===== config.mk =====
export PLATFORM = sky130hd
export DESIGN_NAME = spi_slave
export DESIGN_NICKNAME = d
export VERILOG_FILES = /design/src/rtl/spi_pkg.sv /design/src/rtl/spi_tx_serializer.sv /design/src/rtl/spi_slave.sv
export SDC_FILE = /design/constraint.sdc
export NUM_CORES = 1
export LEC_CHECK = 0
export BUFFER_PORTS_ARGS = -buffer_cell sky130_fd_sc_hd__buf_2
export CORE_UTILIZATION = 50
export DETAILED_ROUTE_END_ITERATION = 10
export PLACE_DENSITY = 0.71
export SLEW_MARGIN = 20
export SYNTH_ARGS = -nofsm -noshare
export SYNTH_HDL_FRONTEND = slang
export SYNTH_SLANG_ARGS = --single-unit

===== constraint.sdc =====
create_clock -name clk -period 2.6 [get_ports clk]
set_input_delay 0 -clock clk [delete_from_list [all_inputs] [get_ports clk]]
set_output_delay 0 -clock clk [all_outputs]
set_load 0.02 [all_outputs]

===== src/rtl/spi_pkg.sv =====
// spi_pkg: shared types and constants for the SPI slave front-end.
//   - spi_state_t : slave FSM states
//   - OP_*        : opcode values carried in the top two frame bits
//   - DATA_W_DEF  : default payload width; FRAME_W is the matching frame width
//   - frame_width : frame width for an arbitrary payload width
package spi_pkg;

  localparam int DATA_W_DEF = 8;
  localparam int FRAME_W    = DATA_W_DEF + 2;

  localparam logic [1:0] OP_WR_ADDR = 2'b00;
  localparam logic [1:0] OP_WR_DATA = 2'b01;
  localparam logic [1:0] OP_RD_ADDR = 2'b10;
  localparam logic [1:0] OP_RD_DATA = 2'b11;

  typedef enum logic [2:0] {
    IDLE,
    CHK_CMD,
    WRITE,
    READ_ADD,
    READ_DATA,
    WAIT_TX,
    SEND
  } spi_state_t;

  function automatic int frame_width(input int data_w);
    return data_w + 2;
  endfunction

endpackage


===== src/rtl/spi_tx_serializer.sv =====
// spi_tx_serializer: parallel-load, MSB-first shift register driving MISO.
// Ports:
//   clk, rst_n   : clock, synchronous active-low reset
//   clear        : synchronous clear (transaction aborted)
//   load, data   : load a byte; its MSB appears on miso right after this edge
//   shift        : advance one bit per cycle; miso returns to 0 after the LSB
//   miso         : registered serial output, 0 whenever nothing is being sent
module spi_tx_serializer #(
  parameter int DATA_W = 8
) (
  input  logic              clk,
  input  logic              rst_n,
  input  logic              clear,
  input  logic              load,
  input  logic              shift,
  input  logic [DATA_W-1:0] data,
  output logic              miso
);

  localparam int CNT_W = $clog2(DATA_W);

  logic [DATA_W-1:0] shreg;
  logic [CNT_W-1:0]  left;    // bits still to be presented after the current one

  always_ff @(posedge clk) begin
    if (!rst_n || clear) begin
      shreg <= '0;
      left  <= '0;
      miso  <= 1'b0;
    end else if (load) begin
      // MSB goes straight to the output register so it is visible one cycle
      // after the load edge; the remainder waits in shreg.
      miso  <= data[DATA_W-1];
      shreg <= {data[DATA_W-2:0], 1'b0};
      left  <= CNT_W'(DATA_W - 1);
    end else if (shift && left != '0) begin
      miso  <= shreg[DATA_W-1];
      shreg <= {shreg[DATA_W-2:0], 1'b0};
      left  <= left - 1'b1;
    end else begin
      miso  <= 1'b0;
    end
  end

endmodule


===== src/rtl/spi_slave.sv =====
// spi_slave: SPI slave front-end for the single-port SPI RAM (SPI clock = clk).
// Ports:
//   clk, rst_n        : clock, synchronous active-low reset
//   SS_n              : slave select, active-low; high aborts any transaction
//   MOSI / MISO       : serial in / out, MSB first
//   rx_data, rx_valid : completed frame {opcode[1:0], payload} with 1-cycle strobe
//   tx_data, tx_valid : read byte returned by the RAM
// Build option: define SPI_CMD_CHECK_EN to drop frames whose opcode disagrees
// with the command bit / read phase (no strobe, rd_addr_seen untouched).
module spi_slave import spi_pkg::*; #(
  parameter int DATA_W = DATA_W_DEF
) (
  input  logic                clk,
  input  logic                rst_n,
  input  logic                SS_n,
  input  logic                MOSI,
  output logic                MISO,
  output logic [DATA_W+1:0]   rx_data,
  output logic                rx_valid,
  input  logic [DATA_W-1:0]   tx_data,
  input  logic                tx_valid
);

  localparam int FW    = frame_width(DATA_W);
  localparam int CNT_W = $clog2(FW + 1);

  spi_state_t       state;
  logic [CNT_W-1:0] bit_cnt;       // frame bits received; FW means frame done
  logic [FW-2:0]    rx_shift;      // all but the last frame bit
  logic             rd_addr_seen;  // a read address is pending its data phase
  logic [FW-1:0]    frame_word;    // full frame as of the edge sampling bit 0
  logic             frame_ok;
  logic             tx_load;
  logic             tx_shift;

  assign frame_word = {rx_shift, MOSI};

`ifdef SPI_CMD_CHECK_EN
  logic cmd_bit;
  // The command bit is implied by the data state: only WRITE came from a 0.
  assign cmd_bit = (state != WRITE);

  always_comb begin
    frame_ok = (frame_word[FW-1] == cmd_bit);
    if (state == READ_ADD && frame_word[FW-2] != OP_RD_ADDR[0])
      frame_ok = 1'b0;
    if (state == READ_DATA && frame_word[FW-2] != OP_RD_DATA[0])
      frame_ok = 1'b0;
  end
`else
  assign frame_ok = 1'b1;
`endif

  always_ff @(posedge clk) begin
    if (!rst_n) begin
      state        <= IDLE;
      bit_cnt      <= '0;
      rx_shift     <= '0;
      rd_addr_seen <= 1'b0;
      rx_data      <= '0;
      rx_valid     <= 1'b0;
    end else begin
      rx_valid <= 1'b0;
      if (SS_n) begin
        // Abort: partial frame discarded, rx_data keeps its last good value.
        state    <= IDLE;
        bit_cnt  <= '0;
        rx_shift <= '0;
      end else begin
        case (state)
          IDLE: state <= CHK_CMD;
          CHK_CMD: begin
            if (!MOSI)
              state <= WRITE;
            else if (rd_addr_seen)
              state <= READ_DATA;
            else
              state <= READ_ADD;
          end
          WRITE, READ_ADD, READ_DATA: begin
            if (bit_cnt != CNT_W'(FW)) begin
              rx_shift <= {rx_shift[FW-3:0], MOSI};
              bit_cnt  <= bit_cnt + 1'b1;
              if (bit_cnt == CNT_W'(FW - 1)) begin
                if (frame_ok) begin
                  rx_data  <= frame_word;
                  rx_valid <= 1'b1;
                  if (state == READ_ADD)
                    rd_addr_seen <= 1'b1;
                  if (state == READ_DATA)
                    rd_addr_seen <= 1'b0;
                end
                // Write/read-addr frames park here until SS_n rises.
                if (state == READ_DATA)
                  state <= WAIT_TX;
              end
            end
          end
          WAIT_TX: if (tx_valid) state <= SEND;
          SEND: state <= SEND;  // holds until SS_n rises
          default: state <= IDLE;
        endcase
      end
    end
  end

  assign tx_load  = (state == WAIT_TX) && !SS_n && tx_valid;
  assign tx_shift = (state == SEND);

  spi_tx_serializer #(.DATA_W(DATA_W)) u_tx (
    .clk   (clk),
    .rst_n (rst_n),
    .clear (SS_n),
    .load  (tx_load),
    .shift (tx_shift),
    .data  (tx_data),
    .miso  (MISO)
  );

endmodule


==> summary.md, run 1 <==
| Metric | Value |
|---|---|
| Status | `finished, final reports clean` |
| Row cnt | `21` |
| CP max-delay cell | `a211oi_4` |
| Ys flop type | `dfxtp_1` |
| Crit path required time | `2.88 ns` |
| Seq cells post-synth | `39` |
| Die Y | `~62 um` |
| Hold wc startpoint | `rst_n` |
| First-pass GRT wire length | `about 6 mm` |
| Total GRT Usage | `0.201` |
| Final GP Congestion | `around 0.83` |
| Post-CTS Setup Bufs | `0` |
| Share of cells above drive strength 1 | `0.162` |
| Setup TNS | `0 ns` |
| Fillcell total | `289` |
| Placeable core region | `about 3400 um2` |
| Drt wl/cell | `~13 um` |
| Clk buf depth | `2` |
| Die footprint | `between 3000 and 4000 um2` |
| DR vias/cell | `between 5 and 6` |
| Crit. Startpoint | `state[2]$_SDFFE_PP0P_` |
| Nets | `240` |
| Critical path type | `reg -> reg` |
| Ant. Diodes | `0` |
| Antenna Nets Post-Route | `0` |
| Clock sink total | `39` |
| Antenna violations before repair | `0` |
| Asr flop ratio synth | `0` |
| Cts hold-fix bufs | `9` |
| Final setup violation count | `0` |
| Max FO, Critical Path | `13` |
| Clock Pin Slew Worst Setup and Hold Paths | `between 0.1 and 0.15 ns` |
| # IOs | `25` |
| Vias in the first global route | `between 1,000 and 1,500` |
| Clock insertion delay at the later pin of the skew report | `between 0.3 and 0.4 ns` |
| CTS Root Cell | `clkbuf_4` |
| Post-route DRC | `0` |
| Static Leak | `0.745 nW` |
| Routed wire length | `3.53 mm` |
| Final min period | `2.11 ns` |
| Critical Path AT | `2.39 ns` |
| Remaining global-route overflow | `0` |
| Yosys cell types | `40` |
| Initial Util | `0.533` |
| Most frequent cells in the layout | `39 x nand2_1, 39 x dfxtp_1, 24 x buf_2, 21 x mux2i_1` |
| Period utilization | `0.813` |
| Via count | `between 1,000 and 1,500` |
| 1st-pass router iterations | `4` |
| Critical path, cell by cell | `or3b_1, a211oi_4, mux2i_1` |
| Max-cap violation count | `0` |
| Final hold viol count | `0` |
| Post-synthesis sequential area ratio | `0.432` |
| Post-synth net total | `~210` |
| Finished Core Util | `0.612` |
| Reg2reg start | `state[2]$_SDFFE_PP0P_` |
| HPWL after DPL | `roughly 2.5 mm` |
| Post-Syn Area | `roughly 1800 um2` |
| Worst slew margin | `0.526` |
| YS warnings | `0` |
| Area Growth Syn to Fin | `14.8%` |
| Clock Skew | `about 0.0070 ns` |
| Max Clk Rate | `~470 MHz` |
| Internal reg-to-reg setup slack | `roughly 0.49 ns` |
| Pwr Density | `between 400 and 500 nW/um2` |
| Syn Area/Cell | `a little over 9 um2` |
| Resized Gates After CTS | `0` |
| Synth Instances | `195` |
| Worst vdd rail ir drop | `approximately 0.00033 V` |
| Pwr Total | `between 0.0009 and 0.001 W` |
| Port Buffers | `24` |
| CP endpoint kind | `flip-flop` |
| Number of buffers created by CTS | `5` |
| EDFF count, synth | `0` |
| Slew @ Worst Pin | `just over 0.7 ns` |
| H-tree depth | `2` |
| Slowest cell delay on critical path | `0.70 ns` |
| CTS tree | `done` |
| DRT iter0 DRCs | `82` |
| Crit path max-delay family | `compound AO/OA/AOI/OAI gates` |
| Largest net degree at the start of global routing | `25` |
| RSZ-0062 raised after global routing | `false` |
| Worst path bufs/invs | `0` |
| Critical path startpoint category | `flip-flop` |
| Min-Delay Path Class | `in -> reg` |
| Die X | `between 60 and 70 um` |
| Slew Limit Fails | `0` |
-- report_power, final --
group	internal [W]	leakage (nW)	switching, W
clock	0.000125	0.0341	0.000191
sequential	0.000601	0.314	0.00000786
combinational	0.0000311	0.396	0.0000350
total	0.000758	0.745	0.000234
-- cells in the mapped netlist (2+ instances only) --
cell      number  share of area
a31oi_1        5          0.017
o211ai_1       7          0.029
buf_2          6          0.017
mux2i_1       21           0.12
a21boi_0       2         0.0083
ha_1           5          0.035
nor2b_1        2         0.0069
nor2_1         3         0.0062
a21oi_1        9          0.025
nand2_1       39          0.081
nand3_1        2         0.0055
a21o_1         2         0.0083
dfxtp_1       39           0.43
nand2b_1       8          0.028
clkbuf_1       7          0.015
inv_1          8          0.017
a32oi_1        7          0.034
-- sequential cells by signal, summed over array words and instances (netlist names) --
name,count
u_tx.left,3
state,3
rd_addr_seen,1
bit_cnt,4
u_tx.shreg,7
rx_data,10
u_tx.miso,1
rx_valid,1
rx_shift,9
-- path summary, 6_finish.rpt --
path	to	depth (start not counted)
worst max-delay path	rx_data[7]$_SDFFE_PN0P_	3
worst min-delay path	rd_addr_seen$_SDFFE_PN0P_	3
worst max register to register	rx_data[7]$_SDFFE_PN0P_	3
worst min register to register	rx_data[0]$_SDFFE_PN0P_	2
-- cells by family after synthesis --
logic type	Yosys count	share of synthesized area
adder cells (fa/ha/maj)	5	0.0346
multiplexers	21	0.116
AO/OA/AOI/OAI	43	0.183
XOR/XNOR	1	0.00485
buffers and inverters	23	0.0561
flip-flops	39	0.432
AND/OR/NAND/NOR	63	0.173
-- through the flow --
stage | instances | hold WS, ns | worst slack [ns] | area [um2]
after floorplan | 195 | 0.142 | 0.925 | 1810
after global placement | 252 | 0.269 | 0.612 | 1930
after detailed placement | 252 | 0.280 | 0.519 | 1930
after CTS | 268 | 0.0489 | 0.484 | 2080
after global routing | 268 | 0.0739 | 0.354 | 2080
final | 268 | 0.0552 | 0.487 | 2080
-- tightest hold or removal path: stages --
cell and delay [ns]:
buf_2 0.22, inv_1 0.09, a31oi_1 0.04
-- per-layer routing --
layer | vias up | share of wire | track usage
li1 | 738 | - | -
met1 | 667 | 0.45 | 0.226
met2 | 23 | 0.51 | 0.368
met3 | 5 | 0.031 | 0.0551
met4 | 0 | 0.014 | 0.0610
met5 | - | 0 | 0
-- layout make-up --
type | instances | area, um2 | area share
clock buffers | 6 | 51.3 | 0.0247
repair buffers | 35 | 225 | 0.108
well taps | 46 | 57.6 | 0.0277
inverters | 8 | 30.0 | 0.0145
flip-flops and latches | 39 | 781 | 0.376
clock inverters | 1 | 5.00 | 0.00241
multi-input cells | 133 | 926 | 0.446
No activity file was read; power rests on OpenSTA's default activity.
==> inputs of run 2 (changes only) <==
--- a/config.mk
+++ b/config.mk
@@ -8,7 +8,7 @@
 export BUFFER_PORTS_ARGS = -buffer_cell sky130_fd_sc_hd__buf_2
 export CORE_UTILIZATION = 50
 export DETAILED_ROUTE_END_ITERATION = 10
-export PLACE_DENSITY = 0.71
+export PLACE_DENSITY = 0.74
 export SLEW_MARGIN = 20
 export SYNTH_ARGS = -nofsm -noshare
 export SYNTH_HDL_FRONTEND = slang
==> constraint.sdc (replaced) <==
create_clock -name clk -period 1.78 [get_ports clk]
set_input_delay 0 -clock clk [delete_from_list [all_inputs] [get_ports clk]]
set_output_delay 0 -clock clk [all_outputs]
set_load 0.02 [all_outputs]
==> run 2 against run 1 <==
Effect of this change: global-route usage shrank 0.98 points; power grew 62%; first-iteration DRC count grew 76%; critical path type unchanged; largest power group unchanged; register-to-register slack lost 0.40 ns; non-clock buffer count grew 6; wire length grew 1.7%; critical endpoint is now u_tx.shreg[7]$_SDFFE_PP0P_.
==> summary.md, run 2 (synthesis gave the netlist of run 1 again) <==
| Metric | Value |
|---|---|
| Fillcell total | `268 (was 289)` |
| Ant. Diodes | `0 (unchanged)` |
| Worst vdd rail ir drop | `0.000440 V (was 0.000328 V)` |
| Max FO, Critical Path | `9 (was 13)` |
| Placeable core region | `3390 um2 (unchanged)` |
| Number of buffers created by CTS | `5 (unchanged)` |
| Setup TNS | `0 ns (unchanged)` |
| Clock sink total | `39 (unchanged)` |
| Clk buf depth | `2 (unchanged)` |
| HPWL after DPL | `2.52 mm (was 2.53 mm)` |
| Via count | `1,516 (was 1,433)` |
| Routed wire length | `3.59 mm (was 3.53 mm)` |
| Total GRT Usage | `0.192 (was 0.201)` |
| Clock insertion delay at the later pin of the skew report | `0.34 ns (about the same)` |
| Min-Delay Path Class | `in -> reg (unchanged)` |
| 1st-pass router iterations | `4 (unchanged)` |
| Final min period | `1.70 ns (was 2.11 ns)` |
| Max-cap violation count | `0 (unchanged)` |
| Worst slew margin | `0.734 (was 0.526)` |
| Static Leak | `0.796 nW (was 0.745 nW)` |
| Drt wl/cell | `13.1 um (was 13.2 um)` |
| Crit path max-delay family | `simple AND/OR/NAND/NOR gates (was compound AO/OA/AOI/OAI gates)` |
| CP endpoint kind | `flip-flop (unchanged)` |
| Worst hold margin | `0.0375 ns (was 0.0552 ns)` |
| H-tree depth | `2 (unchanged)` |
| First-pass GRT wire length | `5.93 mm (was 6.16 mm)` |
| Slew @ Worst Pin | `0.389 ns (was 0.709 ns)` |
| Largest regs | `rx_data x10, rx_shift x9, u_tx.shreg x7 (unchanged)` |
| Number of flip-flops under the largest register name | `10 (unchanged)` |
| RSZ-0062 raised after global routing | `false (unchanged)` |
| Max Clk Rate | `589 MHz (was 473 MHz)` |
| Crit path required time | `2.01 ns (was 2.88 ns)` |
| Nets | `246 (was 240)` |
| # IOs | `25 (unchanged)` |
| Antenna violations before repair | `0 (unchanged)` |
| Critical path type | `reg -> reg (unchanged)` |
| Largest net degree at the start of global routing | `25 (unchanged)` |
| Share of cells above drive strength 1 | `0.205 (was 0.162)` |
| CTS tree | `done (unchanged)` |
| Status | `finished, final reports clean (unchanged)` |
| Slew Limit Fails | `0 (unchanged)` |
| Pwr Density | `738 nW/um2 (was 478 nW/um2)` |
| Antenna Nets Post-Route | `0 (unchanged)` |
| Critical path startpoint category | `flip-flop (unchanged)` |
| Critical path, cell by cell | `inv_1, ha_1, ha_1, or4bb_4, o211ai_1, a21oi_1 (was or3b_1, a211oi_4, mux2i_1)` |
| Final hold viol count | `0 (unchanged)` |
| Worst path bufs/invs | `1 (was 0)` |
| Clock Pin Slew Worst Setup and Hold Paths | `0.12 ns (was 0.11 ns)` |
| Row cnt | `21 (unchanged)` |
| Int Pwr | `0.00126 W (was 0.000758 W)` |
| Die footprint | `3860 um2 (unchanged)` |
| Clock power frac | `0.381 (was 0.319)` |
| Vias in the first global route | `1,369 (was 1,424)` |
| Post-route DRC | `0 (unchanged)` |
| Finished Core Util | `0.644 (was 0.612)` |
| Final setup violation count | `0 (unchanged)` |
| Initial Util | `0.533 (unchanged)` |
| Die Y | `62.1 um (unchanged)` |
| Area Growth Syn to Fin | `20.7% (was 14.8%)` |
| Slowest cell delay on critical path | `0.59 ns (was 0.70 ns)` |
| Port Buffers | `24 (unchanged)` |
| Critical Path Most Common Cell | `ha_1` |
| DR vias/cell | `5.51 (was 5.35)` |
| Most common cell after layout, fill and taps aside | `nand2_1` |
| CTS Root Cell | `clkbuf_4 (unchanged)` |
| Critical Path AT | `1.93 ns (was 2.39 ns)` |
| Switch share | `0.217 (was 0.236)` |
| Clock Skew | `0.00889 ns (was 0.00700 ns)` |
| Logic pwr share | `0.071 (was 0.067)` |
| Top reg by flops | `rx_data (unchanged)` |
| Switching power | `0.000349 W (was 0.000234 W)` |
| CP max-delay cell | `or4bb_4 (was a211oi_4)` |
| Flop pwr share | `0.548 (was 0.614)` |
| Most frequent cells in the layout | `39 x nand2_1, 38 x dfxtp_1, 24 x buf_2, 21 x mux2i_1, 9 x a21oi_1 (was 39 x nand2_1, 39 x dfxtp_1, 24 x buf_2, 21 x mux2i_1)` |
| Final GP Congestion | `0.809 (was 0.833)` |
| DRT iter0 DRCs | `144 (was 82)` |
| Remaining global-route overflow | `0 (unchanged)` |
| Period utilization | `0.954 (was 0.813)` |
| Die X | `62.1 um (unchanged)` |
run 2: cell count changes in the layout (fill, tap and decap cells not counted), sizes merged:
cell	before	now
buf	26	33
bufinv	0	1
dlygate4sd3	9	8
run 2: path summary, 6_finish.rpt:
kind / from / end / slack [ns] / cells after the start
min: tx_data[6] / u_tx.shreg[7]$_SDFFE_PP0P_ / 0.04 / 3
min reg2reg: rx_data[6]$_SDFFE_PN0P_ / rx_data[6]$_SDFFE_PN0P_ / 0.46 / 2
max reg2reg: u_tx.left[0]$_SDFFE_PP0P_ / u_tx.shreg[7]$_SDFFE_PP0P_ / 0.08 / 6
max: u_tx.left[0]$_SDFFE_PP0P_ / u_tx.shreg[7]$_SDFFE_PP0P_ / 0.08 / 6
run 2: power groups by stage:
stage / clock network, W / registers [W] / logic [W]
3_3_place_gp: 0 / 0.000902 / 0.0000945
2_1_floorplan: 0 / 0.000902 / 0.0000614
5_1_grt: 0.000659 / 0.000884 / 0.000124
3_5_place_dp: 0 / 0.000902 / 0.0000982
4_1_cts: 0.000627 / 0.000883 / 0.000112
6_report: 0.000614 / 0.000883 / 0.000114
run 2: per-layer routing:
layer / GRT usage / up-vias / wire (um) / part of all wire
met5: 0 / - / 0 / 0
met4: 0.0814 / 0 / 85 / 0.024
met3: 0.0496 / 9 / 157 / 0.044
met2: 0.313 / 47 / 1710 / 0.48
met1: 0.238 / 702 / 1640 / 0.46
li1: - / 758 / - / -
run 2: repair_timing:
item / in CTS / in global routing
setup buffers: 0 / 0
setup endpoints to repair: 7 / 5
resized for setup: 1 / 3
hold buffers: 8 / 0
hold endpoints to repair: 9 / 0
run 2: cell type report:
type	count	area [um2]	area share
clock buffers	6	51.3	0.0235
well taps	46	57.6	0.0264
flip-flops and latches	39	782	0.358
repair buffers	41	280	0.128
multi-input cells	133	946	0.433
inverters	8	30.0	0.0138
clock inverters	2	35.0	0.0161
run 2: stage by stage:
stage	setup slack [ns]	instances	power [W]	instance area [um2]
3_5_place_dp	-0.0190	259	0.00100	1990
3_3_place_gp	0.0661	259	0.000996	1990
6_report	0.0821	275	0.00161	2180
4_1_cts	0.0566	275	0.00162	2160
5_1_grt	0.0229	275	0.00167	2180
2_1_floorplan	0.105	195	0.000964	1810
run 2: worst register-to-register path, stage by stage, from the launching register on:
cell and delay [ns]:
dfxtp_2 0.35, inv_1 0.04, ha_1 0.19, ha_1 0.19
or4bb_4 0.59, o211ai_1 0.13, a21oi_1 0.11
==> inputs of run 3 (changes only) <==
--- a/config.mk
+++ b/config.mk
@@ -7,6 +7,7 @@
 export LEC_CHECK = 0
 export BUFFER_PORTS_ARGS = -buffer_cell sky130_fd_sc_hd__buf_2
 export CORE_UTILIZATION = 50
+export CTS_BUF_LIST = sky130_fd_sc_hd__clkbuf_8
 export DETAILED_ROUTE_END_ITERATION = 10
 export PLACE_DENSITY = 0.74
 export SLEW_MARGIN = 20
==> run 3 against run 2 <==
Effect of this change: first-iteration DRC count shrank 28%; non-clock buffer count shrank 6; core utilization shrank 0.85 points; clock skew shrank 0.0030 ns.
==> summary.md, run 3 (synthesis gave the netlist of run 1 again) <==
| Metric | Value |
|---|---|
| Die footprint | `3860 um2 (unchanged)` |
| Vias in the first global route | `1,339 (was 1,369)` |
| Most frequent cells in the layout | `39 x nand2_1, 38 x dfxtp_1, 24 x buf_2, 21 x mux2i_1, 9 x a21oi_1 (unchanged)` |
| Critical path startpoint category | `flip-flop (unchanged)` |
| Max-cap violation count | `0 (unchanged)` |
| CP max-delay cell | `or4bb_4 (unchanged)` |
| Antenna Nets Post-Route | `0 (unchanged)` |
| Die X | `62.1 um (unchanged)` |
| Most common cell after layout, fill and taps aside | `nand2_1 (unchanged)` |
| Setup ws final | `0.0890 ns (was 0.0821 ns)` |
| Critical path, cell by cell | `inv_1, ha_1, ha_1, or4bb_4, o211ai_1, a21oi_1 (unchanged)` |
| CTS tree | `done (unchanged)` |
| WP depth | `6 (unchanged)` |
| Period utilization | `0.950 (was 0.954)` |
| Critical Path AT | `1.87 ns (was 1.93 ns)` |
| Worst path bufs/invs | `1 (unchanged)` |
| Fin cells | `269 (was 275)` |
| Number of flip-flops under the largest register name | `10 (unchanged)` |
| Post-CTS Setup Bufs | `0 (unchanged)` |
| Worst hold margin | `0.00450 ns (was 0.0375 ns)` |
| Slew Limit Fails | `0 (unchanged)` |
| Via count | `1,464 (was 1,516)` |
| Worst r2r path cells | `6 (unchanged)` |
| Max Clk Rate | `591 MHz (was 589 MHz)` |
| Port Buffers | `24 (unchanged)` |
| Nets | `240 (was 246)` |
| Die Y | `62.1 um (unchanged)` |
| Placeable core region | `3390 um2 (unchanged)` |
| Max FO, Critical Path | `9 (unchanged)` |
| RSZ-0062 raised after global routing | `false (unchanged)` |
| Final GP Congestion | `0.809 (unchanged)` |
| CTS Root Cell | `clkbuf_8 (was clkbuf_4)` |
| Worst Hold Depth | `3 (unchanged)` |
| Largest regs | `rx_data x10, rx_shift x9, u_tx.shreg x7 (unchanged)` |
| Static Leak | `0.784 nW (was 0.796 nW)` |
| Largest net degree at the start of global routing | `25 (unchanged)` |
| Final hold viol count | `0 (unchanged)` |
| DRT iter0 DRCs | `103 (was 144)` |
| Top reg by flops | `rx_data (unchanged)` |
| Drt wl/cell | `13.4 um (was 13.1 um)` |
| Clock sink total | `39 (unchanged)` |
| Area Growth Syn to Fin | `19.1% (was 20.7%)` |
| CP endpoint kind | `flip-flop (unchanged)` |
| Ant. Diodes | `0 (unchanged)` |
| Crit path max-delay family | `simple AND/OR/NAND/NOR gates (unchanged)` |
| Status | `finished, final reports clean (unchanged)` |
| Slowest cell delay on critical path | `0.59 ns (about the same)` |
| Pwr Density | `809 nW/um2 (was 738 nW/um2)` |
| HPWL after DPL | `2.52 mm (unchanged)` |
| # IOs | `25 (unchanged)` |
| Remaining global-route overflow | `0 (unchanged)` |
| Critical Path Most Common Cell | `ha_1 (unchanged)` |
| Post-route DRC | `0 (unchanged)` |
| 1st-pass router iterations | `4 (unchanged)` |
| Total GRT Usage | `0.190 (was 0.192)` |
| Crit path required time | `1.96 ns (was 2.01 ns)` |
| Final min period | `1.69 ns (was 1.70 ns)` |
| Critical path type | `reg -> reg (unchanged)` |
| Initial Util | `0.533 (unchanged)` |
| Number of buffers created by CTS | `5 (unchanged)` |
| Min-Delay Path Class | `in -> reg (unchanged)` |
| H-tree depth | `2 (unchanged)` |
| Setup TNS | `0 ns (unchanged)` |
| Routed wire length | `3.59 mm (unchanged)` |
| First-pass GRT wire length | `5.82 mm (was 5.93 mm)` |
| Row cnt | `21 (unchanged)` |
| Placed insts | `259 (unchanged)` |
| Finished Core Util | `0.635 (was 0.644)` |
| Clk buf depth | `2 (unchanged)` |
| Clock insertion delay at the later pin of the skew report | `0.29 ns (was 0.34 ns)` |
| Worst slack at placement | `-0.0190 ns (unchanged)` |
| Worst slew margin | `0.732 (was 0.734)` |
| Clock Skew | `0.00586 ns (was 0.00889 ns)` |
| Clock Pin Slew Worst Setup and Hold Paths | `0.07 ns (was 0.12 ns)` |
| DR vias/cell | `5.44 (was 5.51)` |
| Share of cells above drive strength 1 | `0.211 (was 0.205)` |
| Fillcell total | `269 (was 268)` |
| Worst vdd rail ir drop | `0.000440 V (about the same)` |
| Antenna violations before repair | `0 (unchanged)` |
| Slew @ Worst Pin | `0.392 ns (was 0.389 ns)` |
| Final setup violation count | `0 (unchanged)` |
==> run 3: cell types whose count changed in the layout (fill, tap and decap cells not counted) <==
cell           change
dlygate4sd3_1      -6
clkbuf_4           -5
clkbuf_8           +5
==> run 3: per-stage QoR <==
stage | total power, W | area [um2]
2_1_floorplan | 0.000964 | 1810
3_3_place_gp | 0.000996 | 1990
3_5_place_dp | 0.00100 | 1990
4_1_cts | 0.00175 | 2140
5_1_grt | 0.00179 | 2150
6_report | 0.00174 | 2150
==> run 3: path summary, 6_finish.rpt <==
| kind | to | start | slack, ns |
|---|---|---|---|
| hold reg to reg | rx_data[6]$_SDFFE_PN0P_ | rx_data[6]$_SDFFE_PN0P_ | 0.46 |
| setup / recovery | u_tx.shreg[6]$_SDFFE_PP0P_ | u_tx.left[0]$_SDFFE_PP0P_ | 0.09 |
| hold / removal | rx_data[0]$_SDFFE_PN0P_ | MOSI | 0.005 |
| setup reg to reg | u_tx.shreg[6]$_SDFFE_PP0P_ | u_tx.left[0]$_SDFFE_PP0P_ | 0.09 |
==> run 3: layout make-up <==
type	count	area, um2	share of cell area
clock buffers	6	82.6	0.0383
clock inverters	2	35.0	0.0163
inverters	8	30.0	0.0139
multi-input cells	133	946	0.439
flip-flops and latches	39	782	0.363
well taps	46	57.6	0.0267
repair buffers	35	220	0.102
==> run 3: worst min-delay path: cells and delay by family <==
| kind | cells | cell delay, ns |
|---|---|---|
| buffers and inverters | 1 | 0.14 |
| multiplexers | 1 | 0.06 |
| AND/OR/NAND/NOR | 1 | 0.06 |
==> run 3: repair_timing <==
item                                   4_1_cts  5_1_grt
hold buffers                                 2        0
setup endpoints to repair                    6        6
endpoints found under the hold margin        2        0
resized for setup                            1        3
==> run 3: metal layers <==
metal  track usage  wire (um)
met5             0          0
met4        0.0785         62
met3        0.0551        130
met2         0.310       1720
met1         0.232       1680
==> run 3: power breakdown <==
part	internal (W)	switching [W]	total [W]
Clock	0.000453	0.000303	0.000757
Combinational	0.0000427	0.0000611	0.000104
Sequential	0.000878	0.00000432	0.000882
Total	0.00137	0.000369	0.00174
